## src/rtl/puf_ctrl_pkg.sv

```systemverilog
// Shared types and default timing for the PDL race-PUF sequencer.
// Holds the FSM state enum and the counter-width helper used by the top and vote counters.
package puf_ctrl_pkg;

    typedef enum logic [2:0] {
        IDLE,
        CONFIG,
        LAUNCH,
        SAMPLE,
        RELAX,
        VOTE,
        DONE
    } puf_state_e;

    localparam int DEF_DATA_WIDTH = 32;
    localparam int DEF_CHAL_WIDTH = 64;
    localparam int DEF_N_TRIALS   = 15;
    localparam int DEF_CFG_SETTLE = 8;
    localparam int DEF_RACE_WAIT  = 16;
    localparam int DEF_RELAX_WAIT = 8;

    // Bits needed to hold values 0..n inclusive.
    function automatic int CNT_W(input int n);
        return (n < 1) ? 1 : $clog2(n + 1);
    endfunction

endpackage

```

## src/rtl/puf_vote_counter.sv

```systemverilog
// Per-bit capture path: 2-flop synchronizer, one-counter and majority/unstable comparators.
// The unstable flag exists only when PUF_MAJORITY_VOTE_EN is defined; otherwise it is tied low.
module puf_vote_counter
    import puf_ctrl_pkg::*;
#(
    parameter int N_TRIALS = DEF_N_TRIALS
)(
    input  logic clk,
    input  logic rst,
    input  logic clear,
    input  logic sample,
    input  logic vote,
    input  logic latch_bit,
    output logic resp,
    output logic unstable
);

    localparam int CW = CNT_W(N_TRIALS);
    localparam logic [CW-1:0] HALF = CW'(N_TRIALS / 2);

    logic [1:0]    sync_q;
    logic [CW-1:0] ones;

    // Count cannot exceed N_TRIALS, so the counter never wraps.
    always_ff @(posedge clk) begin
        if (rst) begin
            sync_q <= '0;
            ones   <= '0;
            resp   <= 1'b0;
        end else begin
            sync_q <= {sync_q[0], latch_bit};
            if (clear) begin
                ones <= '0;
            end else if (sample && sync_q[1]) begin
                ones <= ones + CW'(1);
            end
            if (vote) begin
                resp <= (ones > HALF);
            end
        end
    end

`ifdef PUF_MAJORITY_VOTE_EN
    localparam logic [CW-1:0] FULL = CW'(N_TRIALS);

    always_ff @(posedge clk) begin
        if (rst) begin
            unstable <= 1'b0;
        end else if (vote) begin
            unstable <= (ones != '0) && (ones != FULL);
        end
    end
`else
    assign unstable = 1'b0;
`endif

endmodule

```

## src/rtl/puf_race_ctrl.sv

```systemverilog
// Race sequencer for the 32-bit PDL PUF capture array: FSM, wait timer and per-bit vote counters.
// Define PUF_MAJORITY_VOTE_EN for N_TRIALS voted races; otherwise a single race per challenge.
//
// state  | meaning
// IDLE   | waiting for start; pdl_cfg holds last challenge
// CONFIG | PDL select bits settling, launch low
// LAUNCH | launch high, race in flight
// SAMPLE | launch still high, synchronized capture counted
// RELAX  | launch low between races
// VOTE   | majority / unstable words registered
// DONE   | resp_valid pulse
module puf_race_ctrl
    import puf_ctrl_pkg::*;
#(
    parameter int DATA_WIDTH = DEF_DATA_WIDTH,
    parameter int CHAL_WIDTH = DEF_CHAL_WIDTH,
    parameter int N_TRIALS   = DEF_N_TRIALS,
    parameter int CFG_SETTLE = DEF_CFG_SETTLE,
    parameter int RACE_WAIT  = DEF_RACE_WAIT,
    parameter int RELAX_WAIT = DEF_RELAX_WAIT
)(
    input  logic                  clk,
    input  logic                  rst,
    input  logic                  start,
    input  logic [CHAL_WIDTH-1:0] challenge,
    output logic                  busy,
    output logic [CHAL_WIDTH-1:0] pdl_cfg,
    output logic                  launch,
    input  logic [DATA_WIDTH-1:0] latch_q,
    output logic [DATA_WIDTH-1:0] resp,
    output logic [DATA_WIDTH-1:0] unstable,
    output logic                  resp_valid
);

`ifdef PUF_MAJORITY_VOTE_EN
    localparam bit VOTE_EN = 1'b1;
`else
    localparam bit VOTE_EN = 1'b0;
`endif

    localparam int NT   = VOTE_EN ? N_TRIALS : 1;
    localparam int CW   = CNT_W(NT);
    localparam int TMAX = (CFG_SETTLE > RACE_WAIT)
                        ? ((CFG_SETTLE > RELAX_WAIT) ? CFG_SETTLE : RELAX_WAIT)
                        : ((RACE_WAIT > RELAX_WAIT) ? RACE_WAIT : RELAX_WAIT);
    localparam int TW   = CNT_W(TMAX);

    localparam logic [TW-1:0] T_CFG   = TW'(CFG_SETTLE - 1);
    localparam logic [TW-1:0] T_RACE  = TW'(RACE_WAIT - 1);
    localparam logic [TW-1:0] T_RELAX = TW'(RELAX_WAIT - 1);
    localparam logic [CW-1:0] NT_C    = CW'(NT);

    puf_state_e    state_q, state_d;
    logic [TW-1:0] timer_q, timer_d;
    logic [CW-1:0] trial_q, trial_d;
    logic          accept, clear, sample, vote;

    always_ff @(posedge clk) begin
        if (rst) begin
            state_q <= IDLE;
            timer_q <= '0;
            trial_q <= '0;
            pdl_cfg <= '0;
        end else begin
            state_q <= state_d;
            timer_q <= timer_d;
            trial_q <= trial_d;
            if (accept) begin
                pdl_cfg <= challenge;
            end
        end
    end

    // Wait states use a down-counter loaded on entry and leave on terminal count.
    always_comb begin
        state_d = state_q;
        timer_d = timer_q;
        trial_d = trial_q;
        accept  = 1'b0;
        clear   = 1'b0;
        sample  = 1'b0;
        vote    = 1'b0;
        case (state_q)
            IDLE: begin
                if (start) begin
                    accept  = 1'b1;
                    clear   = 1'b1;
                    trial_d = '0;
                    timer_d = T_CFG;
                    state_d = CONFIG;
                end
            end
            CONFIG: begin
                if (timer_q == '0) begin
                    timer_d = T_RACE;
                    state_d = LAUNCH;
                end else begin
                    timer_d = timer_q - TW'(1);
                end
            end
            LAUNCH: begin
                if (timer_q == '0) begin
                    state_d = SAMPLE;
                end else begin
                    timer_d = timer_q - TW'(1);
                end
            end
            SAMPLE: begin
                sample  = 1'b1;
                trial_d = trial_q + CW'(1);
                timer_d = T_RELAX;
                state_d = RELAX;
            end
            RELAX: begin
                if (timer_q != '0) begin
                    timer_d = timer_q - TW'(1);
                end else if (trial_q < NT_C) begin
                    timer_d = T_RACE;
                    state_d = LAUNCH;
                end else begin
                    state_d = VOTE;
                end
            end
            VOTE: begin
                vote    = 1'b1;
                state_d = DONE;
            end
            DONE:    state_d = IDLE;
            default: state_d = IDLE;
        endcase
    end

    assign busy       = (state_q != IDLE);
    assign launch     = (state_q == LAUNCH) || (state_q == SAMPLE);
    assign resp_valid = (state_q == DONE);

    for (genvar i = 0; i < DATA_WIDTH; i++) begin : g_bit
        puf_vote_counter #(
            .N_TRIALS (NT)
        ) u_cnt (
            .clk       (clk),
            .rst       (rst),
            .clear     (clear),
            .sample    (sample),
            .vote      (vote),
            .latch_bit (latch_q[i]),
            .resp      (resp[i]),
            .unstable  (unstable[i])
        );
    end

endmodule

```

## config.mk

```make
export PLATFORM = sky130hd
export DESIGN_NAME = puf_race_ctrl
export DESIGN_NICKNAME = d
export VERILOG_FILES = /design/src/rtl/puf_ctrl_pkg.sv /design/src/rtl/puf_vote_counter.sv /design/src/rtl/puf_race_ctrl.sv
export SDC_FILE = /design/constraint.sdc
export NUM_CORES = 1
export LEC_CHECK = 0
export BUFFER_PORTS_ARGS = -buffer_cell sky130_fd_sc_hd__buf_2
export CAP_MARGIN = 20
export CORE_AREA = 2 2 131 133
export DETAILED_ROUTE_END_ITERATION = 16
export DIE_AREA = 0 0 133 135
export HOLD_SLACK_MARGIN = 0.12
export PLACE_DENSITY = 0.7
export SETUP_SLACK_MARGIN = 0.05
export SLEW_MARGIN = 5
export SYNTH_ARGS = -nofsm -noshare
export SYNTH_HDL_FRONTEND = slang
export SYNTH_SLANG_ARGS = --single-unit
```

## constraint.sdc

```tcl
create_clock -name clk -period 2.35 [get_ports clk]
set_clock_uncertainty 0.15 [all_clocks]
set_input_delay 0.1175 -clock clk [delete_from_list [all_inputs] [get_ports clk]]
set_output_delay 0.1175 -clock clk [all_outputs]
set_load 0.005 [all_outputs]
```

# [Yosys cells after proc, flatten, opt, wreduce, memory -nomap -nowiden]
# Cells that the tools add are included.
[word_totals] regBits=201 out_inout_bits=131 wordCells=240 inputBits=99
[classes] n_mux=18 n_addsub=34 reduce_logical=43 n_lt_le_gt_ge=33 eq_ne=12
[op_table] op="adder 1 bit, second input constant" n=33
[op_table] op="> comparator 1 bit, second input constant" n=32
[op_table] op="logical AND 1 bit" n=32
[op_table] op="2-to-1 mux 5 bit" n=5
[op_table] op="case mux 5 bit (5 select lines)" n=1
[op_table] op="case mux 3 bit (6 select lines)" n=1
[op_table] op="2-to-1 mux 3 bit" n=5
[op_table] op="inequality test 2 bit, second input constant" n=5
[op_table] op="nonzero test 5 bit" n=2
[op_table] op="== test 3 bit, second input constant" n=3
[op_table] op="AND reduction 4 bit" n=2
[op_table] op="== test 3 x 2 -> 1 bit, second input constant" n=2
[op_table] op="logical NOT 5 bit" n=1
[op_table] op="2-to-1 mux 1 bit" n=5
[op_table] op="subtractor 5 x 1 -> 5 bit, second input constant" n=1
[op_table] op="== test 3 x 1 -> 1 bit, second input constant" n=1
[op_table] op="logical NOT 3 bit" n=1
[op_table] op="inequality test 3 bit, second input constant" n=1
[op_table] op="nonzero test 3 bit" n=1
[op_table] op="case mux 1 bit (2 select lines)" n=1
[op_table] op="AND reduction 2 bit" n=1
[op_table] op="nonzero test 2 bit" n=1
[op_table] op="OR reduction 2 bit" n=1
[op_table] op="logical OR 1 bit" n=1
[op_table] op="< comparator 1 bit, second input constant" n=1

# [Logic depth before layout (Yosys ltp)]
# Gate-level depths: netlist of the first run.
[logic_depth] ltp_word=4 mapped_depth=7 mapped_depth_nobuf=6

# [Modules after synthesis]
# From an unflattened synthesis of the first run, not the netlist that was laid out.
[hier_totals] cells_unflattened=772 area_unflattened_um2=7519.7
[by_module_without_submodules] module="puf_vote_counter" area_each_um2=147.6 instances=32 seq_area_each_um2=80.1 cells_per_inst=13
[by_module_without_submodules] module="puf_race_ctrl" area_each_um2=2795.2 instances=1 seq_area_each_um2=1461.4 cells_per_inst=356

# [Least setup slack after synthesis of the first run]
# Ideal clock, no wire load.
[synth_timing] kind="register to register" start="register timer_q[0]" end="register timer_q[3]" period_less_slack_ns=1.798 path_buffers=0 path_stages_with_launch=7 t_arrival_ns=1.530 slack_ns=0.552 required_time_ns=2.083 setup_time_ns=0.117 cell_sequence="dfxtp_1 inv_1 ha_1 nor4b_4 a2111oi_4 a221o_1 a32o_1"
[synth_between] elab_chain_cells=3 elab_cells_between_ends=10 classes_between="add/sub: 1; eq/ne: 2; mux: 4; reduce/logical: 3"
[synth_rtl] item="from (decl)" line_no="puf_race_ctrl.sv:54" source="logic [TW-1:0] timer_q, timer_d;"
[synth_rtl] item="from (signal assigned)" line_no="puf_race_ctrl.sv:66" source="timer_q <= timer_d;"
[synth_rtl] item="subtractor 5 x 1 -> 5 bit, or another cell as far along" line_no="puf_race_ctrl.sv:98, puf_race_ctrl.sv:105, puf_race_ctrl.sv:116"
[synth_rtl] item="2-to-1 mux 5 bit, or another cell as far along" line_no="puf_race_ctrl.sv:115" source="if (timer_q != '0) begin"
[synth_rtl] item="case mux 5 bit (5 select lines) or AND reduction 4 bit (tied branches)"
# Parallel ways exist; a longest one is shown, timed or not. The select of a mux whose other input is x is not followed.
# A chain may end at the register's enable or synchronous reset.

# [Final worst setup path of the first run]
[layout_timing] start="register state_q[1]" end="register pdl_cfg[57]"
[layout_between] elab_chain_cells=2
[layout_rtl] item="from (decl)" line_no="puf_race_ctrl.sv:53" source="puf_state_e state_q, state_d;"
[layout_rtl] item="from (signal assigned)" line_no="puf_race_ctrl.sv:65" source="state_q <= state_d;"
[layout_rtl] item="logical NOT 3 bit" line_no="puf_race_ctrl.sv:83" source="case (state_q)"
[layout_rtl] item="2-to-1 mux 1 bit" line_no="puf_race_ctrl.sv:83"
[layout_rtl] item="to (signal assigned)" line_no="puf_race_ctrl.sv:69" source="pdl_cfg <= challenge;"
[layout_rtl] item="to (decl)" line_no="puf_race_ctrl.sv:27" source="output logic [CHAL_WIDTH-1:0] pdl_cfg,"
# Every way passes these cells.

==> metrics.md, run 1 <==
| Metric | Value |
|---|---|
| Core area | `16410 sq um` |
| Ys async rst share | `0%` |
| Yosys cell types | `between 40 and 50` |
| RSZ-0062 raised after global routing | `false` |
| VDD IR max | `0.6686 mV` |
| Root Driver | `clkbuf_16` |
| YS warnings | `0` |
| Post-route setup TNS | `0 ps` |
| Combinational power share | `16.0%` |
| Vias in the first global route | `5933` |
| Number of I/O pins | `230` |
| RR Startpoint | `state_q[1]` |
| Worst Setup SP | `state_q[1]` |
| Vias | `6066` |
| Vias/cell | `about 4.6` |
| CTS H-tree lvls | `1` |
| Arrival @ worst endpoint | `roughly 2400 ps` |
| Clk pwr share | `around 38%` |
| DR iter-0 viols | `247` |
| Max incr delay on CP | `560 ps` |
| CP delay by family, top | `buffers and inverters` |
| Worst reg2reg path depth | `5` |
| R2R Setup Slk | `around 170 ps` |
| Max clock buf depth | `3` |
| Hold path cells | `3` |
| DP HPWL | `9896 um` |
| Crit. End Element | `flip-flop` |
| Overall Global Routing Usage | `19.36%` |
| CTS tree | `built` |
| Leading area contributor after synthesis | `dfxtp_1` |
| Seq/Total Area, Yosys | `approximately 55%` |
| Leak Pwr | `around 0.0043 uW` |
| Final hold viol count | `0` |
| Reg power frac | `roughly 46%` |
| Buf/Inv on CP | `2` |
| Clk sink count | `~200` |
| CP Cell Sequence | `nor4b_4 -> buf_12 -> nand2_1 -> dlygate4sd3_1 -> a21oi_1` |
| Hold path startpoint | `latch_q[17]` |
| Post-Route WL | `17810 um` |
| Reg-to-reg endpoint | `pdl_cfg[57]` |
| Overflow after GRT | `0` |
| WS Path Type | `reg2reg` |
| Run status | `complete, no violations` |
| Final ANT Viol Nets | `0` |
| Actual slew at the worst max-slew pin | `768.3 ps` |
| Power Density | `approximately 820 nW/um^2` |
| Main synth FF type | `dfxtp_1` |
| Worst-Skew Late Latency | `roughly 480 ps` |
| Starting Density | `44.56%` |
| Critical Path RT | `roughly 2600 ps` |
| GR peak layer | `met2` |
| Nets | `1190` |
| Critical-path top delay cell | `dlygate4sd3_1` |
| Syn Std Cell Area | `7311 sq um` |
| Final setup vio count | `0` |
| GRT met2 Usage | `34.80%` |
| GR Util met3 | `around 4.8%` |
| Drt drc | `0` |
| Share of cells above drive strength 1 | `22.21%` |
| Die width | `around 130 um` |
| Clk slew on worst S/H paths | `around 60 ps` |
| Rel. slew slack | `between 40% and 50%` |
| Synth top area share | `approximately 55%` |
| Die Y | `135 um` |
| Fin. max-slew vios | `0` |
| DR pass1 iterations | `4` |
| Gate Count Post-Synth | `around 830` |
| Critical Path Fanout Max | `42` |
| First-pass GRT wire length | `28560 um` |
| Synth area leaders | `dfxtp_1, nand2_1, a21oi_1, buf_4, nor2b_1` |
| Syn Area/Cell | `8.819 sq um` |
| Largest net degree at the start of global routing | `75` |
| Max cap viols | `0` |
| GR Util met1 | `22.37%` |
| End of the worst hold path | `g_bit[17].u_cnt.sync_q[0]` |
| Sw frac | `25.60%` |
| Rows | `47` |
| Most common library cells after synthesis | `nand2_1, dfxtp_1, a21oi_1, buf_4, nor2b_1` |
| CTS buffer count | `21` |
| Fraction of the cycle the final worst path needs | `between 90 and 100%` |
| Die area | `roughly 18000 sq um` |
| Port bufs | `approximately 200` |
| Min Tclk post-route | `2184 ps` |
| Tightest Hold Check Type | `in2reg` |
| Top-count cell post-synth | `nand2_1` |
| ANT cells | `0` |
| Peak Freq | `458.0 MHz` |
| Critical Path Source Type | `flip-flop` |
| Internal Pwr Total | `6067 uW` |
| EDFF count, synth | `0` |
| Register bit total from synthesis | `201` |
| Initial antenna violation count | `0` |
| RD Place Congestion | `roughly 0.79` |
| Layout area overhead | `35.39%` |
| Routed WL per cell | `13.46 um` |
| Hold Worst Slack | `227.6 ps` |
| Fillers | `1348` |
| P_sw | `2088 uW` |
## metrics by stage
stage / setup slack [ps] / power [uW] / cell area, sq um / instances / utilization, %
floorplan: 552.3 / 4533 / 7427 / 860 / -
global placement: 476.4 / 4894 / 8118 / 1172 / 49.48
detailed placement: 413.0 / 4914 / 8118 / 1172 / 49.48
CTS: 148.5 / 8212 / 9889 / 1322 / 60.28
global route: 75.76 / 8531 / 9898 / 1323 / 60.33
finish: 166.4 / 8154 / 9898 / 1323 / 60.33
## logic make-up after synthesis
kind of cell	synth area share [%]
buf+inv	10.08
compound gates	9.156
other cells	0.05129
simple gates	21.26
fa+ha+maj	0.1711
mux	0.2909
flops	55.04
xor+xnor	3.953
## timing repair
| item | 4_1_cts | 5_1_grt |
|---|---|---|
| hold endpoints to repair | 105 | 0 |
| gates resized for setup | 0 | 1 |
| setup endpoints to repair | 0 | 12 |
| hold buffers | 114 | 0 |
| setup buffers | 0 | 1 |
## cell type report
| cell class | count | area [sq um] | share of cell area [%] |
|---|---|---|---|
| clock buffers | 33 | 590.6 | 5.966 |
| flip-flops and latches | 201 | 4025 | 40.66 |
| inverters | 6 | 22.52 | 0.2275 |
| repair buffers | 323 | 2270 | 22.93 |
| well taps | 220 | 275.3 | 2.781 |
| clock inverters | 3 | 40.04 | 0.4045 |
| multi-input cells | 537 | 2675 | 27.03 |
## state kept, by name, indices dropped and copies added, names as in the netlist
signal              count
g_bit.u_cnt.sync_q     64
pdl_cfg                64
g_bit.u_cnt.ones       32
g_bit.u_cnt.resp       32
timer_q                 5
state_q                 3
trial_q                 1
## metal layers
| metal | wire [um] | share of wire [%] |
|---|---|---|
| met5 | 0 | 0 |
| met4 | 490 | 2.8 |
| met3 | 1376 | 7.7 |
| met2 | 8626 | 48 |
| met1 | 7315 | 41 |
## worst min-delay path: cells and delay by family
| family | cells | cell delay (ps) |
|---|---|---|
| buffers and inverters | 2 | 610 |
| and+or+nand+nor | 1 | 100 |
## worst max path at each step
stage / slack [ps] / endpoint / cells after the start
floorplan: 550 / timer_q[3] / 6
global placement: 480 / timer_q[0] / 6
detailed placement: 410 / timer_q[1] / 6
CTS: 150 / pdl_cfg[45] / 5
global route: 80 / pdl_cfg[44] / 5
finish: 170 / pdl_cfg[57] / 5
## cells in the final DEF (no fill, tap or decap), drive strengths merged, types with 3 or more instances in the layout
master | Yosys | layout
dlygate4sd3 | 0 | 114
nand2 | 228 | 228
o21ai | 3 | 3
conb | 1 | 32
dfxtp | 201 | 201
a21oi | 104 | 104
xor2 | 33 | 33
buf | 90 | 209
clkbuf | 26 | 33
nor2b | 67 | 67
nor2 | 39 | 39
inv | 6 | 6
## power groups by stage
stage	clock network, uW	registers (uW)	logic [uW]
after global placement	0	3820	1080
after global routing	3320	3790	1430
after floorplan	0	3810	719
after detailed placement	0	3820	1090
final	3090	3760	1310
after CTS	3190	3750	1270
(Power assumes the default switching activity.)
==> run 2: changes to the inputs <==
--- a/config.mk
+++ b/config.mk
@@ -8,7 +8,7 @@
 export BUFFER_PORTS_ARGS = -buffer_cell sky130_fd_sc_hd__buf_2
 export CAP_MARGIN = 20
-export CORE_AREA = 2 2 131 133
+export CORE_AREA = 2 2 125 139
 export DETAILED_ROUTE_END_ITERATION = 16
-export DIE_AREA = 0 0 133 135
+export DIE_AREA = 0 0 127 141
 export HOLD_SLACK_MARGIN = 0.12
 export PLACE_DENSITY = 0.7
==> constraint.sdc (replaced) <==
create_clock -name clk -period 2.35 [get_ports clk]
set_clock_uncertainty 0.15 [all_clocks]
set_input_delay 0.3525 -clock clk [delete_from_list [all_inputs] [get_ports clk]]
set_output_delay 0.3525 -clock clk [all_outputs]
set_load 0.005 [all_outputs]
==> run 2 against run 1 <==
First-iteration DRC count rose by 12%. Routed wire length fell by 3.8%. Clock power barely moved. Die area fell by 0.27%. Hold slack improved by 55 ps. Largest cell class unchanged. Largest power group unchanged.
==> metrics.md, run 2 (synthesis gave the netlist of run 1 again) <==
| Metric | Value |
|---|---|
| Power Density | `831.5 nW/um^2 (+0.93%)` |
| Clk slew on worst S/H paths | `60 ps (about the same)` |
| Core area | `16640 sq um (+1.4%)` |
| RSZ-0062 raised after global routing | `false` |
| Layout area overhead | `33.44%` |
| Min Tclk post-route | `2083 ps (-100.8 ps)` |
| Hold Worst Slack | `282.3 ps (+54.71 ps)` |
| DP HPWL | `9750 um (-1.5%)` |
| WS Path Type | `reg2out` |
| ANT cells | `0 (unchanged)` |
| Post-route setup TNS | `0 ps (unchanged)` |
| Final setup vio count | `0 (unchanged)` |
| DR pass1 iterations | `4 (unchanged)` |
| Critical Path Fanout Max | `13 (-69%)` |
| Final ANT Viol Nets | `0 (unchanged)` |
| Overflow after GRT | `0 (unchanged)` |
| Die area | `17910 sq um (-0.27%)` |
| Critical Path RT | `1850 ps (-750 ps)` |
| Max clock buf depth | `3 (unchanged)` |
| Tightest Hold Check Type | `reg2reg` |
| Rel. slew slack | `56.60% (+7.8 points)` |
| Hold path cells | `1 (-2)` |
| Fin. max-slew vios | `0 (unchanged)` |
| Largest net degree at the start of global routing | `116 (+55%)` |
| Clk sink count | `201 (unchanged)` |
| Starting Density | `43.93% (-0.63 points)` |
| Post-CTS Setup Bufs | `0 (unchanged)` |
| VDD IR max | `0.5688 mV (-15%)` |
| Number of I/O pins | `230 (unchanged)` |
| Critical Path Source Type | `flip-flop` |
| Share of cells above drive strength 1 | `22.65% (+0.44 points)` |
| Vias | `5967 (-1.6%)` |
| Post-Route WL | `17120 um (-3.8%)` |
| First-pass GRT wire length | `27540 um (-3.6%)` |
| CTS buffer count | `21 (unchanged)` |
| RD Place Congestion | `0.8056 (+1.5%)` |
| Peak Freq | `480.1 MHz (+4.8%)` |
| Largest registers | `g_bit.u_cnt.sync_q: 64 flops, pdl_cfg: 64 flops` |
| Fillers | `1398 (+3.7%)` |
| Crit. End Element | `output port` |
| Nets | `1174 (-1.3%)` |
| Final hold viol count | `0 (unchanged)` |
| Root Driver | `clkbuf_16` |
| Port bufs | `197 (unchanged)` |
| Fraction of the cycle the final worst path needs | `88.63% (-4.3 points)` |
| Initial antenna violation count | `0 (unchanged)` |
| Max cap viols | `0 (unchanged)` |
| Leak Pwr | `0.004252 uW (-0.45%)` |
| Worst reg2reg path depth | `6 (+1)` |
| Rows | `50 (+6.4%)` |
| DR iter-0 viols | `276 (+12%)` |
| Actual slew at the worst max-slew pin | `651.0 ps (-117.3 ps)` |
| Arrival @ worst endpoint | `1580 ps (-850 ps)` |
| Run status | `complete, no violations` |
| Vias/cell | `4.611 (+0.57%)` |
| Vias in the first global route | `5824 (-1.8%)` |
| Overall Global Routing Usage | `18.41% (-0.95 points)` |
| Die width | `127 um (-4.5%)` |
| Commonest non-fill, non-tap cells in the layout | `nand2_1, dfxtp_1, buf_2` |
| Commonest non-fill, non-tap cell in the layout | `nand2_1` |
| Worst-Skew Late Latency | `470 ps (about the same)` |
| Routed WL per cell | `13.23 um (-1.7%)` |
| Die Y | `141 um (+4.4%)` |
| Drt drc | `0 (unchanged)` |
| CTS H-tree lvls | `1 (unchanged)` |
| CTS tree | `built` |
run 2: cell count changes in the layout (fill, tap and decap cells not counted), sizes merged:
cell,previous run,this run
clkinv,2,4
clkinvlp,0,1
clkbuf,33,29
dlygate4sd3,114,102
buf,209,205
run 2: per-stage QoR:
step                      cells  util (%)  total power [uW]  cell area [sq um]  setup WS, ps
final                      1294     58.62              8112               9756         267.2
after global routing       1294     58.62              8477               9756         197.5
after CTS                  1294     58.62              8168               9754         112.7
after detailed placement   1157     48.56              4894               8080         401.5
after global placement     1157     48.56              4874               8080         457.9
after floorplan             860         -              4533               7427         552.3
run 2: layer usage:
layer / routed length (um) / global-route usage, %
met5: 0 / 0
met4: 529 / 7.461
met3: 1293 / 4.782
met2: 8277 / 32.00
met1: 7023 / 21.62
run 2: power breakdown:
| part | internal, uW | leakage, uW | switching [uW] |
|---|---|---|---|
| Clock | 1870 | 0.000322 | 1250 |
| Combinational | 554 | 0.00228 | 667 |
| Sequential | 3630 | 0.00164 | 139 |
run 2: final cells by class:
class	instances	area (sq um)	area share [%]
repair buffers	307	2120	21.73
multi-input cells	537	2675	27.42
inverters	6	22.52	0.2309
flip-flops and latches	201	4025	41.26
well taps	208	260.3	2.668
clock inverters	6	57.56	0.5900
clock buffers	29	595.6	6.105
run 2: path summary, 6_finish.rpt:
check | to | start | slack [ps]
setup / recovery | launch | state_q[1] | 270
hold / removal | g_bit[16].u_cnt.sync_q[1] | g_bit[16].u_cnt.sync_q[0] | 280
setup reg to reg | timer_q[3] | timer_q[0] | 390
hold reg to reg | g_bit[16].u_cnt.sync_q[1] | g_bit[16].u_cnt.sync_q[0] | 280
run 2: timing repair:
item / 4_1_cts / 5_1_grt
hold buffers: 102 / 0
gates resized for setup: 0 / 1
endpoints found under the setup margin: 0 / 1
endpoints found under the hold margin: 104 / 0
run 2: worst max-delay path: stages (launching register included):
cell and delay (ps):
dfxtp_2 510, nor2b_1 380, buf_2 220
==> run 3: changes to the inputs <==
--- a/config.mk
+++ b/config.mk
@@ -12,5 +12,5 @@
 export DIE_AREA = 0 0 127 141
 export HOLD_SLACK_MARGIN = 0.12
-export PLACE_DENSITY = 0.7
+export PLACE_DENSITY = 0.73
 export SETUP_SLACK_MARGIN = 0.05
 export SLEW_MARGIN = 5
==> constraint.sdc (replaced) <==
create_clock -name clk -period 1.7 [get_ports clk]
set_clock_uncertainty 0.15 [all_clocks]
set_input_delay 0.255 -clock clk [delete_from_list [all_inputs] [get_ports clk]]
set_output_delay 0.255 -clock clk [all_outputs]
set_load 0.1 [all_outputs]
==> run 3 against run 2 <==
The run now ends with setup timing left. Flip-flop and latch count stayed put. Clock power up 64%. Utilization rose by 14 points. Critical path type unchanged. Hold slack got worse by 43 ps. Combinational power rose to 4.3 times the previous value. Die area unchanged. Final cell count rose by 4.6%. Via count grew 12%. Total power is 92% higher. Design area is 24% higher. Routed wire length rose by 46%.
==> metrics.md, run 3 (synthesis gave the netlist of run 1 again) <==
| Metric | Value |
|---|---|
| Run status | `finished, violations left` |
| Failing checks | `setup timing` |
| Crit. End Element | `output port` |
| Clk sink count | `201 (unchanged)` |
| CTS H-tree lvls | `1 (unchanged)` |
| Rows | `50 (unchanged)` |
| Fraction of the cycle the final worst path needs | `113.7%` |
| Final hold viol count | `0 (unchanged)` |
| Critical Path Fanout Max | `5 (-8)` |
| Core area | `16640 sq um (unchanged)` |
| Vias/cell | `4.953 (+7.4%)` |
| Actual slew at the worst max-slew pin | `621.5 ps (-29.47 ps)` |
| Share of cells above drive strength 1 | `43.98% (+21 points)` |
| Vias | `6707 (+12%)` |
| Overall power | `15580 uW (+92%)` |
| First-pass GRT wire length | `30420 um (+10%)` |
| Starting Density | `43.93% (unchanged)` |
| Initial antenna violation count | `0 (unchanged)` |
| Critical Path RT | `1290 ps (-560 ps)` |
| CP delay by family, top | `simple AND/OR/NAND/NOR gates` |
| Largest registers | `g_bit.u_cnt.sync_q: 64 flops, pdl_cfg: 64 flops` |
| Die area | `17910 sq um (unchanged)` |
| Hold path cells | `4 (+3)` |
| End of the worst hold path | `timer_q[2]` |
| DR iter-0 viols | `463 (+68%)` |
| DP HPWL | `9807 um (+0.59%)` |
| Critical Path Source Type | `flip-flop` |
| Number of I/O pins | `230 (unchanged)` |
| Final ANT Viol Nets | `0 (unchanged)` |
| WS Path Type | `reg2out` |
| R2R Setup Slk | `-190 ps (-580 ps)` |
| Power Density | `1285 nW/um^2 (+55%)` |
| Root Driver | `clkbuf_16` |
| Die width | `127 um (unchanged)` |
| RR Startpoint | `state_q[2]` |
| Final cell count without fillers | `1354 (+4.6%)` |
| Vias in the first global route | `6184 (+6.2%)` |
| Commonest non-fill, non-tap cell in the layout | `dfxtp_1` |
| Largest net degree at the start of global routing | `99 (-15%)` |
| Area of the multi-input gates | `3749 sq um (+40%)` |
| Critical-path top delay cell | `or3_4` |
| Arrival @ worst endpoint | `1530 ps (-50 ps)` |
| Die Y | `141 um (unchanged)` |
| Max incr delay on CP | `370 ps (-140 ps)` |
| VDD IR max | `1.090 mV (+92%)` |
| ANT cells | `0 (unchanged)` |
| Port bufs | `197 (unchanged)` |
| RD Place Congestion | `0.7741 (-3.9%)` |
| Reg-to-reg endpoint | `pdl_cfg[5]` |
| Worst-Skew Late Latency | `490 ps (+20 ps)` |
| Final WS setup | `-232.3 ps (-499.5 ps)` |
| Overflow after GRT | `0 (unchanged)` |
| Commonest non-fill, non-tap cells in the layout | `dfxtp_1, nand2_1, buf_4` |
| Buf/Inv on CP | `2 (+1)` |
| DR pass1 iterations | `5 (+1)` |
| Rel. slew slack | `58.56% (+2.0 points)` |
| Post-Place Cells | `1173 (+1.4%)` |
| Overall Global Routing Usage | `20.87% (+2.5 points)` |
| Routed WL per cell | `18.43 um (+39%)` |
| CTS buffer count | `22 (+4.8%)` |
| Worst reg2reg path depth | `8 (+2)` |
| Fin. max-slew vios | `0 (unchanged)` |
| Fillers | `1036 (-26%)` |
| Leak Pwr | `0.005472 uW (+29%)` |
| Area occupied by registers | `4038 sq um (+0.31%)` |
| Layout area overhead | `65.87%` |
| Drt drc | `0 (unchanged)` |
| RSZ-0062 raised after global routing | `true` |
| Nets | `1231 (+4.9%)` |
| Final setup vio count | `101 (+101)` |
| CTS tree | `built` |
| CP Cell Sequence | `buf_6 -> or3_4 -> buf_12` |
| Max cap viols | `0 (unchanged)` |
| Clk slew on worst S/H paths | `60 ps (about the same)` |
| Max clock buf depth | `3 (unchanged)` |
| Post-Route WL | `24950 um (+46%)` |
| Min Tclk post-route | `1932 ps` |
| Hold path startpoint | `start` |
| Post-route setup TNS | `-9155 ps (-9155 ps)` |
| Peak Freq | `517.5 MHz` |
| Tightest Hold Check Type | `in2reg` |
run 3: cell types whose count changed in the layout (fill, tap and decap cells not counted), moves of 7 or more:
cell	change
buf_4	+107
nand2_1	-100
buf_2	-99
nand2_4	+73
a21oi_1	-62
a21oi_2	+60
nand2_2	+26
buf_6	+21
buf_12	+14
clkbuf_16	+13
nor2_1	-7
run 3: worst max path at each step:
stage,slack [ps],cells past startpoint,start,endpoint
after floorplan,10,6,timer_q[1],timer_q[3]
after global placement,30,4,state_q[2],timer_q[0]
after detailed placement,-30,4,state_q[2],timer_q[0]
after CTS,-230,3,state_q[2],busy
after global routing,-260,3,state_q[0],busy
final,-230,3,state_q[0],busy
run 3: where the power goes:
| part | internal [uW] | leakage (uW) | total [uW] | switching [uW] |
|---|---|---|---|---|
| clock | 3170 | 0.000382 | 5120 | 1960 |
| sequential | 5020 | 0.00165 | 5260 | 239 |
| combinational | 1800 | 0.00344 | 5190 | 3400 |
| total | 9990 | 0.00547 | 15600 | 5590 |
run 3: final cells by class:
type / instances / share of cell area (%)
Multi-Input combinational cell: 540 / 30.91
Clock inverter: 7 / 1.083
Timing Repair Buffer: 360 / 26.94
Clock buffer: 32 / 5.437
Sequential cell: 201 / 33.30
Inverter: 6 / 0.1857
Tap cell: 208 / 2.146
run 3: routing by layer:
layer  part of all wire, %  global-route usage (%)  up-vias  wire length, um
li1                      -                       -     3127                -
met1                    37                   23.39     3187             9164
met2                    53                   38.79      317            13200
met3                   6.9                   5.199       76             1724
met4                   3.5                   6.362        0              865
met5                     0                       0        -                0
run 3: through the flow:
step	worst slack, ps	util, %	hold WS, ps	cell area [sq um]
3_5_place_dp	-28.90	50.05	270.4	8329
3_3_place_gp	31.09	50.05	267.8	8329
6_report	-232.3	72.87	239.3	12130
5_1_grt	-258.0	72.87	272.4	12130
4_1_cts	-228.0	65.17	200.0	10840
2_1_floorplan	14.45	-	233.2	7461
run 3: worst register-to-register path: stages (launching register included):
cell,delay [ps]
dfxtp_4,350
buf_4,130
buf_8,130
nor4b_4,300
buf_6,220
buf_12,150
buf_16,160
nand2_8,60
a21oi_4,170
run 3: what timing repair did:
action | CTS | global route
cloned | 6 | 15
pin swaps | 43 | 98
resized for setup | 173 | 239
setup buffers | 13 | 16
hold endpoints to repair | 105 | 0
setup endpoints to repair | 183 | 118
hold buffers | 97 | 0
